File: src/rtl/poly_square_synth.sv
// poly_square_synth: multi-voice square-wave synthesizer for the clk_calc domain.
// Each voice has a half-period oscillator and a linear attack/release envelope.
// The voices are mixed into one signed sample, which is registered on every sample_tick.
// The mix headroom is set so that the sum of all voices at full level always fits OUT_W.
module poly_square_synth #(
   parameter int VOICES       = 4,
   parameter int PERIOD_W     = 23,
   parameter int OUT_W        = 24,
   parameter int AMP_W        = 8,
   parameter int ATTACK_STEP  = 16,
   parameter int RELEASE_STEP = 8
) (
   input  logic              clk_calc,
   input  logic              rst,
   input  logic              cmd_wren,
   input  logic [31:0]       cmd_data,
   output logic              cmd_full,
   output logic              cmd_err,
   input  logic              sample_tick,
   output logic [OUT_W-1:0]  audio,
   output logic              audio_valid,
   output logic [VOICES-1:0] busy
);

   // Left shift that places AMP_W-bit levels so VOICES of them cannot overflow OUT_W.
   localparam int SHIFT = OUT_W - 1 - AMP_W - $clog2(VOICES);

   localparam logic [AMP_W-1:0] LEVEL_MAX   = '1;
   localparam logic [AMP_W:0]   ATTACK_INC  = (AMP_W+1)'(ATTACK_STEP);
   localparam logic [AMP_W:0]   RELEASE_DEC = (AMP_W+1)'(RELEASE_STEP);

   typedef enum logic [1:0] {
      IDLE,
      ATTACK,
      SUSTAIN,
      RELEASE
   } voice_state_t;

   // Per-voice registered state (_q) and its next value (_d).
   voice_state_t        state_q  [VOICES];
   voice_state_t        state_d  [VOICES];
   logic [PERIOD_W-1:0] period_q [VOICES];
   logic [PERIOD_W-1:0] period_d [VOICES];
   logic [PERIOD_W-1:0] cnt_q    [VOICES];
   logic [PERIOD_W-1:0] cnt_d    [VOICES];
   logic                pol_q    [VOICES];
   logic                pol_d    [VOICES];
   logic [AMP_W-1:0]    level_q  [VOICES];
   logic [AMP_W-1:0]    level_d  [VOICES];

   // Command decode.
   logic [3:0]          cmd_idx;
   logic [PERIOD_W-1:0] cmd_period;
   logic                cmd_accept;
   logic                cmd_bad;
   logic                unused_cmd_bits;

   assign cmd_idx         = cmd_data[31:28];
   assign cmd_period      = cmd_data[PERIOD_W-1:0];
   assign cmd_accept      = cmd_wren & ~cmd_full;
   assign cmd_bad         = cmd_accept && ({1'b0, cmd_idx} >= 5'(VOICES));
   assign unused_cmd_bits = ^cmd_data[27:PERIOD_W];

   logic [AMP_W:0]   level_up;
   logic [OUT_W-1:0] mix;
   logic [OUT_W-1:0] term;

   // Next-state logic for every voice: oscillator, then envelope, then the command overrides both.
   always_comb begin
      // NOTE: every variable written here gets a default first, so no path can leave one unassigned and infer a latch.
      level_up = '0;
      for (int v = 0; v < VOICES; v++) begin
         state_d[v]  = state_q[v];
         period_d[v] = period_q[v];
         cnt_d[v]    = cnt_q[v];
         pol_d[v]    = pol_q[v];
         level_d[v]  = level_q[v];

         // Oscillator: runs in every state except IDLE, where cnt and pol hold their values.
         if (state_q[v] != IDLE) begin
            if (cnt_q[v] == period_q[v] - PERIOD_W'(1)) begin
               cnt_d[v] = '0;
               pol_d[v] = ~pol_q[v];
            end else begin
               cnt_d[v] = cnt_q[v] + PERIOD_W'(1);
            end
         end

         // Envelope: one linear step per sample tick.
         if (sample_tick) begin
            case (state_q[v])
               ATTACK: begin
                  level_up = {1'b0, level_q[v]} + ATTACK_INC;
                  if (level_up >= {1'b0, LEVEL_MAX}) begin
                     level_d[v] = LEVEL_MAX;
                     state_d[v] = SUSTAIN;
                  end else begin
                     level_d[v] = level_up[AMP_W-1:0];
                  end
               end
               RELEASE: begin
                  if ({1'b0, level_q[v]} <= RELEASE_DEC) begin
                     level_d[v] = '0;
                     state_d[v] = IDLE;
                  end else begin
                     level_d[v] = level_q[v] - RELEASE_DEC[AMP_W-1:0];
                  end
               end
               default: ;
            endcase
         end

         // A command to this voice wins over a coincident envelope step.
         if (cmd_accept && !cmd_bad && (cmd_idx == 4'(v))) begin
            level_d[v] = level_q[v];
            if (cmd_period != '0) begin
               // Note on: restart the half-period count, keep pol and level (legato).
               period_d[v] = cmd_period;
               cnt_d[v]    = '0;
               pol_d[v]    = pol_q[v];
               state_d[v]  = ATTACK;
            end else if (state_q[v] == ATTACK || state_q[v] == SUSTAIN) begin
               // Note off: the period is kept so the tone sounds through the release.
               state_d[v] = RELEASE;
            end else begin
               state_d[v] = state_q[v];
            end
         end
      end
   end

   // Per-voice state registers.
   always_ff @(posedge clk_calc) begin
      if (rst) begin
         // NOTE: all per-voice registers are reset because their values are visible through audio and busy.
         for (int v = 0; v < VOICES; v++) begin
            state_q[v]  <= IDLE;
            period_q[v] <= '0;
            cnt_q[v]    <= '0;
            pol_q[v]    <= 1'b0;
            level_q[v]  <= '0;
         end
      end else begin
         // NOTE: non-blocking assignments, so every register samples values from before this edge.
         for (int v = 0; v < VOICES; v++) begin
            state_q[v]  <= state_d[v];
            period_q[v] <= period_d[v];
            cnt_q[v]    <= cnt_d[v];
            pol_q[v]    <= pol_d[v];
            level_q[v]  <= level_d[v];
         end
      end
   end

   // Mixer: signed sum of +/-(level << SHIFT) over all voices, using current register values.
   always_comb begin
      mix  = '0;
      term = '0;
      for (int v = 0; v < VOICES; v++) begin
         term = OUT_W'(level_q[v]) << SHIFT;
         mix  = pol_q[v] ? (mix + term) : (mix - term);
      end
   end

   // Busy flags: a voice is busy whenever it is not IDLE.
   always_comb begin
      busy = '0;
      for (int v = 0; v < VOICES; v++) begin
         busy[v] = (state_q[v] != IDLE);
      end
   end

   // Output registers: back-pressure flag, error pulse and the sample register.
   always_ff @(posedge clk_calc) begin
      if (rst) begin
         cmd_full    <= 1'b1;
         cmd_err     <= 1'b0;
         audio       <= '0;
         audio_valid <= 1'b0;
      end else begin
         cmd_full    <= 1'b0;
         cmd_err     <= cmd_bad;
         audio_valid <= sample_tick;
         if (sample_tick) begin
            audio <= mix;
         end
      end
   end

endmodule

File: config.mk
export PLATFORM = sky130hd
export DESIGN_NAME = poly_square_synth
export DESIGN_NICKNAME = d
export VERILOG_FILES = /design/src/rtl/poly_square_synth.sv
export SDC_FILE = /design/constraint.sdc
export NUM_CORES = 1
export LEC_CHECK = 0
export BUFFER_PORTS_ARGS = -buffer_cell sky130_fd_sc_hd__buf_4
export CAP_MARGIN = 20
export CORE_MARGIN = 4
export CORE_UTILIZATION = 55
export CTS_CLUSTER_DIAMETER = 100
export CTS_CLUSTER_SIZE = 25
export DETAILED_ROUTE_END_ITERATION = 12
export GPL_ROUTABILITY_DRIVEN = 0
export PLACE_DENSITY = 0.72
export SETUP_SLACK_MARGIN = 0.4
export SLEW_MARGIN = 20
export SYNTH_ARGS = -nofsm -noshare
export SYNTH_HDL_FRONTEND = slang
export SYNTH_SLANG_ARGS = --single-unit
File: constraint.sdc
create_clock -name clk_calc -period 5.2 [get_ports clk_calc]
set_input_delay 0.26 -clock clk_calc [delete_from_list [all_inputs] [get_ports clk_calc]]
set_output_delay 0.26 -clock clk_calc [all_outputs]
set_load 0.02 [all_outputs]
==> flow_summary.json <==
{
  "max_slew.worst_pin.slew_ns": 0.9605,
  "overflow": 0,
  "yosysSeqAreaShare_pct": 29.75,
  "finalHoldViolCount": 0,
  "leakage_nw": 6.596,
  "synth_commonest_cells": "234 x dfxtp_1, 228 x nand2_1, 214 x nor2_1",
  "fin_area_um2": 16630,
  "fillers": 2631,
  "hpwl_um": 27890,
  "cts_sinks": 234,
  "synth_async_sr_flop_share_pct": 0,
  "cts_made_buffers": 14,
  "dr_total_vias": 13800,
  "die_h_um": 177.2,
  "synth_top_flop_cell": "dfxtp_1",
  "synth_warnings": 0,
  "routed_wl_um": 37720,
  "grt_start_max_net_pins": 83,
  "period_needed_ns": 4.476,
  "cts_max_path_buffers": 3,
  "crit_arrival_ns": 4.89,
  "synth_top_family_by_area": "simple AND/OR/NAND/NOR gates",
  "rsz0062_at_grt": "false",
  "status": "complete, no violations",
  "synth_seq_cells": 234,
  "vias_per_cell": 5.853,
  "place_inst": 2338,
  "htreeDepth": 1,
  "antenna_cells": 0,
  "drtPass1Iterations": 8,
  "endpoint_kind": "flop",
  "wl_per_cell_um": 15.99,
  "grt_pass1_wl_um": 62990,
  "cp_data_required_time_ns": 5.61,
  "fin_skew_ns": 0.02724,
  "route.detailed.drc": 0,
  "path_class": "reg -> reg",
  "drive_gt1_share_pct": 6.717,
  "synth_area_um2": 15740,
  "slowest_delay_ns": 0.49,
  "powerDensity_nw_per_um2": 198.6,
  "vdd_drop_max_uv": 147.9,
  "insertion_delay_ns": 0.50,
  "fin_crit_sh_pct": 86.08,
  "grt_pass1_vias": 12830,
  "synth_edf_count": 0,
  "synth.avg_cell_area_um2": 7.852,
  "synth_compound_area_share_pct": 15.23,
  "yosysUniqueCellTypes": 80,
  "ioPinCount": 67,
  "die_w_um": 177.2,
  "cts_root_buffer": "clkbuf_16",
  "worst-path-buf-inv": 1,
  "yosys.area.top_type": "dfxtp_1",
  "fin_cells": 2358,
  "regArea_um2": 4686,
  "finalSetupViolCount": 0,
  "clk_pin_slew_ns": 0.10,
  "multiInputGateArea_um2": 10350,
  "start_util_pct": 56.21,
  "timing.hold.ws_ns": 0.04208,
  "relSlewSlack_pct": 35.97,
  "synthAdderAreaFrac_pct": 7.900,
  "synthTopCellsByArea": "dfxtp_1 30%, ha_1 7.4%, xnor2_1 6.8%",
  "drtIter0Drc": 881,
  "core_area_um2": 28010,
  "crit_family": "compound AO/OA/AOI/OAI gates",
  "post_synth_inst_count": 2005,
  "rows": 61,
  "yosysMostFrequentCell": "dfxtp_1",
  "cts_tree": "built",
  "port-buffer-count": 48,
  "die_area_um2": 31400,
  "total_power_w": 0.003304,
  "setup.worst_path.start_class": "flop",
  "final_nets": 2109,
  "fin_setup_tns_ns": 0,
  "critPathSlowestCell": "dfxtp_1",
  "worstPathCellList": "inv_1, ha_1, mux2_2, ha_1, a21o_1, a21oi_1, xnor2_1, ha_1, xnor2_1, ha_1, and3_1, a2111o_1, a21oi_1, o21ba_2, o21ai_0, xnor2_1, xnor2_1, a211oi_1",
  "slew_viol_final": 0,
  "grt_use_total_pct": 23.63,
  "max_cap_violations": 0,
  "hold_class": "in -> reg",
  "synth_xor_area_share_pct": 13.46,
  "critPathMaxFanout": 8,
  "yosys.area_share.simple_pct": 27.04,
  "area_growth_syn_to_layout_pct": 5.635,
  "place_area_um2": 16160,
  "antenna_found_initial": 0,
  "yosysTopAreaCellShare_pct": 29.75,
  "synth.area.mux_share_pct": 1.653,
  "antenna_left": 0,
  "max_freq_mhz": 223.4
}
logic make-up after synthesis:
logic type      after synthesis
simple gates                845
compound gates              385
xor+xnor                    242
flops                       234
buf+inv                     176
fa+ha+maj                    97
mux                          25
other cells                   1
area by class of cell:
cell class,instances,area share (%)
clock inverters,4,0.4288
well taps,378,2.844
flip-flops and latches,234,28.17
clock buffers,16,2.340
repair buffers,58,2.618
multi-input cells,1607,62.22
inverters,61,1.377
power breakdown:
group	switching, W	total [W]	internal [W]
sequential	0.0000117	0.00181	0.00180
combinational	0.000155	0.000242	0.0000871
clock	0.000648	0.00125	0.000603
worst register-to-register path, delay by kind of cell (launching register included):
kind | cells | cell delay, ns
AOI/OAI and AO/OA | 7 | 1.47
adders and majority gates | 4 | 1.26
xor gates and xnor gates | 4 | 0.59
DFF | 1 | 0.49
muxes | 1 | 0.27
and+or+nand+nor | 1 | 0.19
buffers and inverters | 1 | 0.15
state kept, by name, indices dropped and copies added (netlist names):
signal,flops
cmd_full,1
pol_q,4
audio_valid,1
audio,11
level_q,24
cnt_q,92
cmd_err,1
state_q,8
period_q,92
metrics by stage:
| step | utilization, % | setup WS (ns) |
|---|---|---|
| 2_1_floorplan | - | 1.059 |
| 3_3_place_gp | 57.70 | 0.7595 |
| 3_5_place_dp | 57.70 | 0.7351 |
| 4_1_cts | 59.35 | 0.7060 |
| 5_1_grt | 59.37 | 0.4042 |
| 6_report | 59.37 | 0.7240 |
metal layers:
| metal | vias to the layer above | track usage [%] | part of all wire, % |
|---|---|---|---|
| li1 | 6924 | - | - |
| met5 | - | 0 | 0 |
| met3 | 53 | 2.200 | 4.3 |
| met4 | 0 | 6.093 | 2.3 |
| met1 | 6552 | 32.48 | 46 |
| met2 | 273 | 40.04 | 47 |
worst paths after layout:
path / slack [ns] / from / to / cells after the start
hold / removal: 0.04 / cmd_wren / cmd_err / 2
setup reg to reg: 0.72 / level_q[0][11] / audio[23] / 18
hold reg to reg: 0.47 / cmd_full / cmd_err / 1
setup / recovery: 0.72 / level_q[0][11] / audio[23] / 18
repair_timing:
| action | CTS | global route |
|---|---|---|
| hold buffers | 0 | 0 |
| setup buffers | 0 | 0 |
| gates resized for setup | 0 | 1 |
| setup endpoints to repair | 0 | 1 |
cell usage in the layout (no fill, tap or decap), types with 7 or more instances in the layout:
cell	count
a211oi_1	14
a21boi_0	11
a21o_1	11
a21oi_1	164
a22oi_1	12
a31oi_1	23
and2_1	14
and3_1	31
and4_1	7
buf_4	58
clkbuf_16	15
conb_1	13
dfxtp_1	233
ha_1	93
inv_1	61
mux2i_1	17
nand2_1	228
nand2b_1	11
nand3_1	95
nand3b_1	8
nand4_1	36
nor2_1	213
nor2b_1	30
nor3_1	49
nor3_2	21
nor3b_1	10
nor4_1	27
o21ai_0	59
o21bai_1	9
o31ai_1	12
or2_2	7
or3_1	9
or4_1	16
xnor2_1	123
xor2_1	119
Power figures use the tool's default switching activity.
